File: config.mk
export PLATFORM = sky130hd
export DESIGN_NAME = ov7670_sccb_master_flat
export DESIGN_NICKNAME = d
export VERILOG_FILES = /design/src/rtl/ov7670_sccb_if.sv /design/src/rtl/ov7670_sccb_master.sv /design/src/flat_wrapper.sv
export SDC_FILE = /design/constraint.sdc
export NUM_CORES = 1
export LEC_CHECK = 0
export CORE_MARGIN = 4
export CORE_UTILIZATION = 55
export CTS_BUF_LIST = sky130_fd_sc_hd__clkbuf_8 sky130_fd_sc_hd__clkbuf_16
export DETAILED_ROUTE_END_ITERATION = 12
export GPL_TIMING_DRIVEN = 0
export PLACE_DENSITY_LB_ADDON = 0.05
export SYNTH_ARGS = -nofsm -noshare
export SYNTH_HDL_FRONTEND = slang
export SYNTH_SLANG_ARGS = --single-unit
export TNS_END_PERCENT = 30
File: constraint.sdc
create_clock -name clk -period 3.1 [get_ports clk]
set_clock_uncertainty 0.15 [all_clocks]
set_input_delay 0.62 -clock clk [delete_from_list [all_inputs] [get_ports clk]]
set_output_delay 0.62 -clock clk [all_outputs]
set_load 0.01 [all_outputs]
File: src/rtl/ov7670_sccb_if.sv
// Handshake between the OV7670 register table and the SCCB master, plus the camera SIOC/SIOD pins.
interface ov7670_sccb_if;
  logic [15:0] command;
  logic        finished;
  logic        resend_req;
  logic        advance;
  logic        resend;
  logic        busy;
  logic        done;
  logic        sioc;
  logic        siod_oe;

  modport master (
    input  command, finished, resend_req,
    output advance, resend, busy, done, sioc, siod_oe
  );

  modport slave (
    output command, finished, resend_req,
    input  advance, resend, busy, done, sioc, siod_oe
  );
endinterface

File: src/rtl/ov7670_sccb_master.sv
// Write-only SCCB master: walks the register table, sending DEV_ADDR/reg/value per entry
// and pausing after each write (long pause after a COM7 soft reset).
module ov7670_sccb_master #(
  parameter int unsigned CLK_FREQ_HZ     = 50_000_000,
  parameter int unsigned SCCB_FREQ_HZ    = 100_000,
  parameter logic [7:0]  DEV_ADDR        = 8'h42,
  parameter int unsigned RESET_DELAY_CYC = 1_000_000,
  parameter int unsigned GAP_TICKS       = 8
) (
  input  logic          clk,
  input  logic          rst_n,
  ov7670_sccb_if.master bus
);
  localparam int unsigned DIV_RAW   = CLK_FREQ_HZ / (4 * SCCB_FREQ_HZ);
  localparam int unsigned DIV       = (DIV_RAW < 1) ? 1 : DIV_RAW;
  localparam int unsigned CNT_W     = (DIV > 1) ? $clog2(DIV) : 1;
  localparam int unsigned WAIT_MAX  = (RESET_DELAY_CYC > GAP_TICKS) ? RESET_DELAY_CYC : GAP_TICKS;
  localparam int unsigned WAIT_W    = $clog2(WAIT_MAX + 3);
  localparam int unsigned SR_W      = 27;
  localparam logic [15:0] CMD_RESET = 16'h1280;

  typedef enum logic [2:0] {
    S_IDLE, S_START, S_BIT, S_STOP, S_GAP, S_RST_WAIT, S_DONE
  } state_t;

  state_t            r_state;
  logic [CNT_W-1:0]  r_tick_cnt;
  logic [WAIT_W-1:0] r_wait_cnt;
  logic [SR_W-1:0]   r_sr;
  logic [4:0]        r_bit_cnt;
  logic [1:0]        r_q;
  logic [15:0]       r_cmd;
  logic              r_pend;
  logic              r_sioc;
  logic              r_siod_oe;
  logic              r_advance;
  logic              r_resend;
  logic              r_busy;
  logic              r_done;
  logic              w_tick;

  assign w_tick      = (r_tick_cnt == CNT_W'(DIV - 1));
  assign bus.sioc    = r_sioc;
  assign bus.siod_oe = r_siod_oe;
  assign bus.advance = r_advance;
  assign bus.resend  = r_resend;
  assign bus.busy    = r_busy;
  assign bus.done    = r_done;

  always_ff @(posedge clk or negedge rst_n) begin
    if (!rst_n) begin
      r_state    <= S_IDLE;
      r_tick_cnt <= '0;
      r_wait_cnt <= '0;
      r_sr       <= '0;
      r_bit_cnt  <= '0;
      r_q        <= '0;
      r_cmd      <= '0;
      r_pend     <= 1'b0;
      r_sioc     <= 1'b1;
      r_siod_oe  <= 1'b0;
      r_advance  <= 1'b0;
      r_resend   <= 1'b0;
      r_busy     <= 1'b0;
      r_done     <= 1'b0;
    end else begin
      r_advance <= 1'b0;
      r_resend  <= 1'b0;

      // Quarter-period tick, frozen while parked in IDLE/DONE
      if (r_state == S_IDLE || r_state == S_DONE || w_tick) r_tick_cnt <= '0;
      else                                                   r_tick_cnt <= r_tick_cnt + CNT_W'(1);

      if (bus.resend_req && r_state != S_IDLE && r_state != S_DONE) r_pend <= 1'b1;

      case (r_state)
        S_IDLE: begin
          // Rewind requests win over sampling; the table needs two clks to present entry 0
          if (bus.resend_req || r_pend) begin
            r_resend   <= 1'b1;
            r_pend     <= 1'b0;
            r_done     <= 1'b0;
            r_wait_cnt <= '0;
          end else if (r_wait_cnt != WAIT_W'(2)) begin
            r_wait_cnt <= r_wait_cnt + WAIT_W'(1);
          end else if (bus.finished) begin
            r_done  <= 1'b1;
            r_state <= S_DONE;
          end else begin
            r_cmd     <= bus.command;
            r_sr      <= {DEV_ADDR, 1'b1, bus.command[15:8], 1'b1, bus.command[7:0], 1'b1};
            r_siod_oe <= 1'b1;
            r_sioc    <= 1'b1;
            r_q       <= '0;
            r_bit_cnt <= '0;
            r_busy    <= 1'b1;
            r_state   <= S_START;
          end
        end

        S_START: if (w_tick) begin
          if (r_q == 2'd0) begin
            r_q    <= 2'd1;
            r_sioc <= 1'b0;
          end else begin
            r_q       <= 2'd0;
            r_siod_oe <= ~r_sr[SR_W-1];
            r_state   <= S_BIT;
          end
        end

        S_BIT: if (w_tick) begin
          r_q <= r_q + 2'd1;
          case (r_q)
            2'd1: r_sioc <= 1'b1;
            2'd3: begin
              r_sioc <= 1'b0;
              if (r_bit_cnt == 5'(SR_W - 1)) begin
                r_siod_oe <= 1'b1;
                r_state   <= S_STOP;
              end else begin
                r_bit_cnt <= r_bit_cnt + 5'd1;
                r_sr      <= r_sr << 1;
                r_siod_oe <= ~r_sr[SR_W-2];
              end
            end
            default: ;
          endcase
        end

        S_STOP: if (w_tick) begin
          r_q <= r_q + 2'd1;
          case (r_q)
            2'd0: r_sioc    <= 1'b1;
            2'd1: r_siod_oe <= 1'b0;
            2'd3: begin
              r_advance  <= 1'b1;
              r_wait_cnt <= '0;
              r_state    <= (r_cmd == CMD_RESET) ? S_RST_WAIT : S_GAP;
            end
            default: ;
          endcase
        end

        S_GAP: if (w_tick) begin
          if (r_wait_cnt == WAIT_W'(GAP_TICKS - 1)) begin
            r_wait_cnt <= '0;
            r_busy     <= 1'b0;
            r_state    <= S_IDLE;
          end else begin
            r_wait_cnt <= r_wait_cnt + WAIT_W'(1);
          end
        end

        // Counted in raw clks: the camera needs wall-clock time after a soft reset
        S_RST_WAIT: begin
          if (r_wait_cnt == WAIT_W'(RESET_DELAY_CYC - 1)) begin
            r_wait_cnt <= '0;
            r_busy     <= 1'b0;
            r_state    <= S_IDLE;
          end else begin
            r_wait_cnt <= r_wait_cnt + WAIT_W'(1);
          end
        end

        S_DONE: if (bus.resend_req) begin
          r_resend   <= 1'b1;
          r_done     <= 1'b0;
          r_wait_cnt <= '0;
          r_state    <= S_IDLE;
        end

        default: r_state <= S_IDLE;
      endcase
    end
  end
endmodule

File: src/flat_wrapper.sv
// flat-port wrapper written by rule: the top's interface ports become plain ports
module ov7670_sccb_master_flat 
#(
  parameter int unsigned CLK_FREQ_HZ     = 50_000_000,
  parameter int unsigned SCCB_FREQ_HZ    = 100_000,
  parameter logic [7:0]  DEV_ADDR        = 8'h42,
  parameter int unsigned RESET_DELAY_CYC = 1_000_000,
  parameter int unsigned GAP_TICKS       = 8
)
  (clk, rst_n, bus_command, bus_finished, bus_resend_req, bus_advance, bus_resend, bus_busy, bus_done, bus_sioc, bus_siod_oe);
  ov7670_sccb_if bus_i ();
  input  logic clk;
  input  logic rst_n;
  input wire logic [$bits(bus_i.command)-1:0] bus_command;
  input wire logic [$bits(bus_i.finished)-1:0] bus_finished;
  input wire logic [$bits(bus_i.resend_req)-1:0] bus_resend_req;
  output wire logic [$bits(bus_i.advance)-1:0] bus_advance;
  output wire logic [$bits(bus_i.resend)-1:0] bus_resend;
  output wire logic [$bits(bus_i.busy)-1:0] bus_busy;
  output wire logic [$bits(bus_i.done)-1:0] bus_done;
  output wire logic [$bits(bus_i.sioc)-1:0] bus_sioc;
  output wire logic [$bits(bus_i.siod_oe)-1:0] bus_siod_oe;
  assign bus_i.command = bus_command;
  assign bus_i.finished = bus_finished;
  assign bus_i.resend_req = bus_resend_req;
  assign bus_advance = bus_i.advance;
  assign bus_resend = bus_i.resend;
  assign bus_busy = bus_i.busy;
  assign bus_done = bus_i.done;
  assign bus_sioc = bus_i.sioc;
  assign bus_siod_oe = bus_i.siod_oe;
  ov7670_sccb_master #(.CLK_FREQ_HZ(CLK_FREQ_HZ), .SCCB_FREQ_HZ(SCCB_FREQ_HZ), .DEV_ADDR(DEV_ADDR), .RESET_DELAY_CYC(RESET_DELAY_CYC), .GAP_TICKS(GAP_TICKS)) u_core (.clk(clk), .rst_n(rst_n), .bus(bus_i));
endmodule
==> results.ini <==
[grt]
grt_use_total_pct = 22.0
grt_pass1_vias = 3567
antenna_found_initial = 0
grt_overflow = 0
grt_max_degree = 57
grt_pass1_wl_um = 17600

[clock_network]
cts_tree = yes
cts_setup_buffers = 0
clk_transition_reported_paths_ns = 0.09
cts.sinks = 87
numCtsBuffers = 9
root_buffer = clkbuf_8
cts_max_path_buffers = 2
htreeDepth = 3
clk_latency_ns = 0.36

[synth]
netlist_top_cells_count = dfrtp_1, nor2_1, nand2_1
synthAdderAreaFrac_pct = 2.69
synth_top_cells_by_area = dfrtp_1, nor2_1, mux2_2
synth_nets = 509
synth-main-ff-cell = dfrtp_1
synth_cell_types = 59
yosysTopAreaCell = dfrtp_1
synth_compound_area_share_pct = 13.7
syn_inst = 479
synth_edf_count = 0
synth_top_family_by_area = simple AND/OR/NAND/NOR gates
synth_most_common_cell = dfrtp_1
ys_ff_latch = 87
syn_area_sq_um = 4660
ys_seq_area_share_pct = 46.8
synth.avg_cell_area_sq_um = 9.72
synthMuxAreaShare_pct = 8.30
yosysTopAreaCellShare_pct = 46.2
synth_xor_area_share_pct = 1.13
synthSimpleGateAreaFrac_pct = 23.9
async_flop_share_pct = 100
yosys_warnings = 0

[setup_path]
worstPathCellList = clkdlybuf4s50_1 -> nor2_1 -> nand3_1 -> nor4_4 -> buf_2 -> mux2_2
path_class = in2reg
required_ns = 3.20
path_delay_family = simple AND/OR/NAND/NOR gates
cpPeakStageDelay_ns = 0.63
crit_fanout = 10
crit_slowest_cell = nor4_4
critPathArrivalTime_ns = 2.96
startpoint_type = input port
setup.worst_path.end_class = register
path_buf_inv = 2

[placement]
place_ws_ns = -0.129
portBuffers = 25
routabilityCongestion = 0.896
hpwl_um = 7350

[finish]
drive_above_1_share_pct = 11.9
n_antenna_cell = 0
area_growth_pct = 13.2
fin_nets = 546
nFillCells = 705

[power_and_ir_drop]
ir_drop_mv = 0.231
power.density_nw_per_um2 = 383
p_leak_nw = 2.33

[sta]
fin_crit_ns = 2.86
tns_ns = 0
hold_violations = 0
setup_viol = 0
drv_slew = 0
fmax_mhz = 350
period_share_pct = 92.2
rsz0062_at_grt = false
slew_headroom_pct = 50.3
worstMarginPinSlew_ns = 0.746
worst_slack_ns = 0.243

[worst_hold_path]
hold_class = in2async

[routing]
drt_iter0_drc = 174
vias_per_cell = 5.90
post_drt_wl_per_cell_um = 16.5
antenna_left = 0
drt-total-wl_um = 10300
firstDrtPassIters = 5
vias = 3691
drc_errors = 0

[die]
die_w_um = 100
ioPinCount = 26
core_sq_um = 8220
start_util_pct = 56.7
rows = 33
dieHeight_um = 100
die-area_sq_um = 10000

[outcome]
status = completed

[run]
maxCapViolCount = 0

[cell families (layout without fill, tap and decap cells)]
family                   Yosys count  count (layout)
AO/OA/AOI/OAI                     99              99
XOR/XNOR                           6               6
adder cells (fa/ha/maj)           10              10
buffers and inverters             33              75
flip-flops                        87              87
multiplexers                      36              36
AND/OR/NAND/NOR                  208             208
[layout by cell type, fill, tap and decap left out, types with 4 or more instances in the layout]
cell	instances
xor2_1	4
and2_1	4
buf_2	7
o21ai_0	22
nor2b_1	11
clkdlybuf4s50_1	24
nor3_1	14
a21oi_1	31
mux2_2	17
nor4_4	4
clkbuf_8	10
nor2_1	59
nand4_1	5
nor4_1	6
a21o_1	6
nand3_1	27
o31ai_1	4
and3_1	11
a22o_1	13
nand2_1	42
dfrtp_1	86
inv_1	13
mux2i_1	18
clkbuf_1	10
ha_1	10
[worst register-to-register path: stages (launching register included)]
cell,delay [ns]
dfrtp_1,0.42
buf_2,0.20
nor3b_2,0.50
nand2_1,0.24
nor3_2,0.45
or2_1,0.19
buf_4,0.17
buf_2,0.26
a21oi_1,0.11
[state kept, by name, indices dropped and copies added (netlist names)]
name                cells
u_core.bus.sioc         1
u_core.bus.busy         1
u_core.r_q              2
u_core.bus.resend       1
u_core.r_cmd           16
u_core.bus.done         1
u_core.r_state          3
u_core.bus.advance      1
u_core.bus.siod_oe      1
u_core.r_tick_cnt       7
u_core.r_pend           1
u_core.r_sr            27
u_core.r_bit_cnt        5
u_core.r_wait_cnt      20
[stage by stage]
| step | utilization (%) | total power [mW] | cell area [sq um] | instances | hold WS, ns |
|---|---|---|---|---|---|
| 6_report | 64.2 | 2.02 | 5270 | 626 | 0.0428 |
| 5_1_grt | 64.2 | 2.09 | 5270 | 626 | 0.0628 |
| 4_1_cts | 64.1 | 2.04 | 5270 | 626 | 0.0518 |
| 3_5_place_dp | 61.6 | 1.22 | 5060 | 610 | 0.314 |
| 3_3_place_gp | 61.3 | 1.22 | 5040 | 609 | 0.302 |
| 2_1_floorplan | - | 1.16 | 4660 | 479 | 0.174 |
[repair_timing]
action,CTS,global route
hold buffers,0,0
gates resized for setup,0,1
endpoints found under the setup margin,0,21
[report_power, final]
group	leakage (nW)	total [mW]	switching, mW	internal, mW
Sequential	1.16	1.13	0.0000000000000000350	1.13
Combinational	1.07	0.0619	0.0338	0.0282
Clock	0.105	0.823	0.423	0.399
[worst paths after layout]
kind / from / end / slack (ns) / cells after the start
min reg2reg: u_core.r_sr[22]$_DFFE_PN0P_ / u_core.r_sr[22]$_DFFE_PN0P_ / 0.34 / 2
min: rst_n / u_core.r_sr[23]$_DFFE_PN0P_ / 0.04 / 1
max: bus_resend_req / u_core.r_cmd[11]$_DFFE_PN0P_ / 0.24 / 6
min in group clk: u_core.r_sr[22]$_DFFE_PN0P_ / u_core.r_sr[22]$_DFFE_PN0P_ / 0.34 / 2
max reg2reg: u_core.r_state[0]$_DFFE_PN0P_ / u_core.r_sr[14]$_DFFE_PN0P_ / 0.32 / 8
max in group asynchronous: rst_n / u_core.bus.sioc$_DFFE_PN1P_ / 2.07 / 2
[layer usage]
metal,track usage [%],routed length (um),up-vias
met1,33.0,5140,1810
met5,0,0,-
met3,2.99,344,11
met4,6.42,120,0
met2,33.5,4710,80
li1,-,-,1790
[cell type report]
cell class                 instances  area, sq um  share of cell area (%)
inverter                          12         45.0                   0.854
clock inverter                     6         67.6                    1.28
tap                              105          131                    2.49
multi-input combinational        359         2320                    44.1
timing repair buffer              26          275                    5.22
buffer                            21          114                    2.16
clock buffer                      10          138                    2.61
sequential                        87         2180                    41.3
No activity file was read; power rests on OpenSTA's default activity.
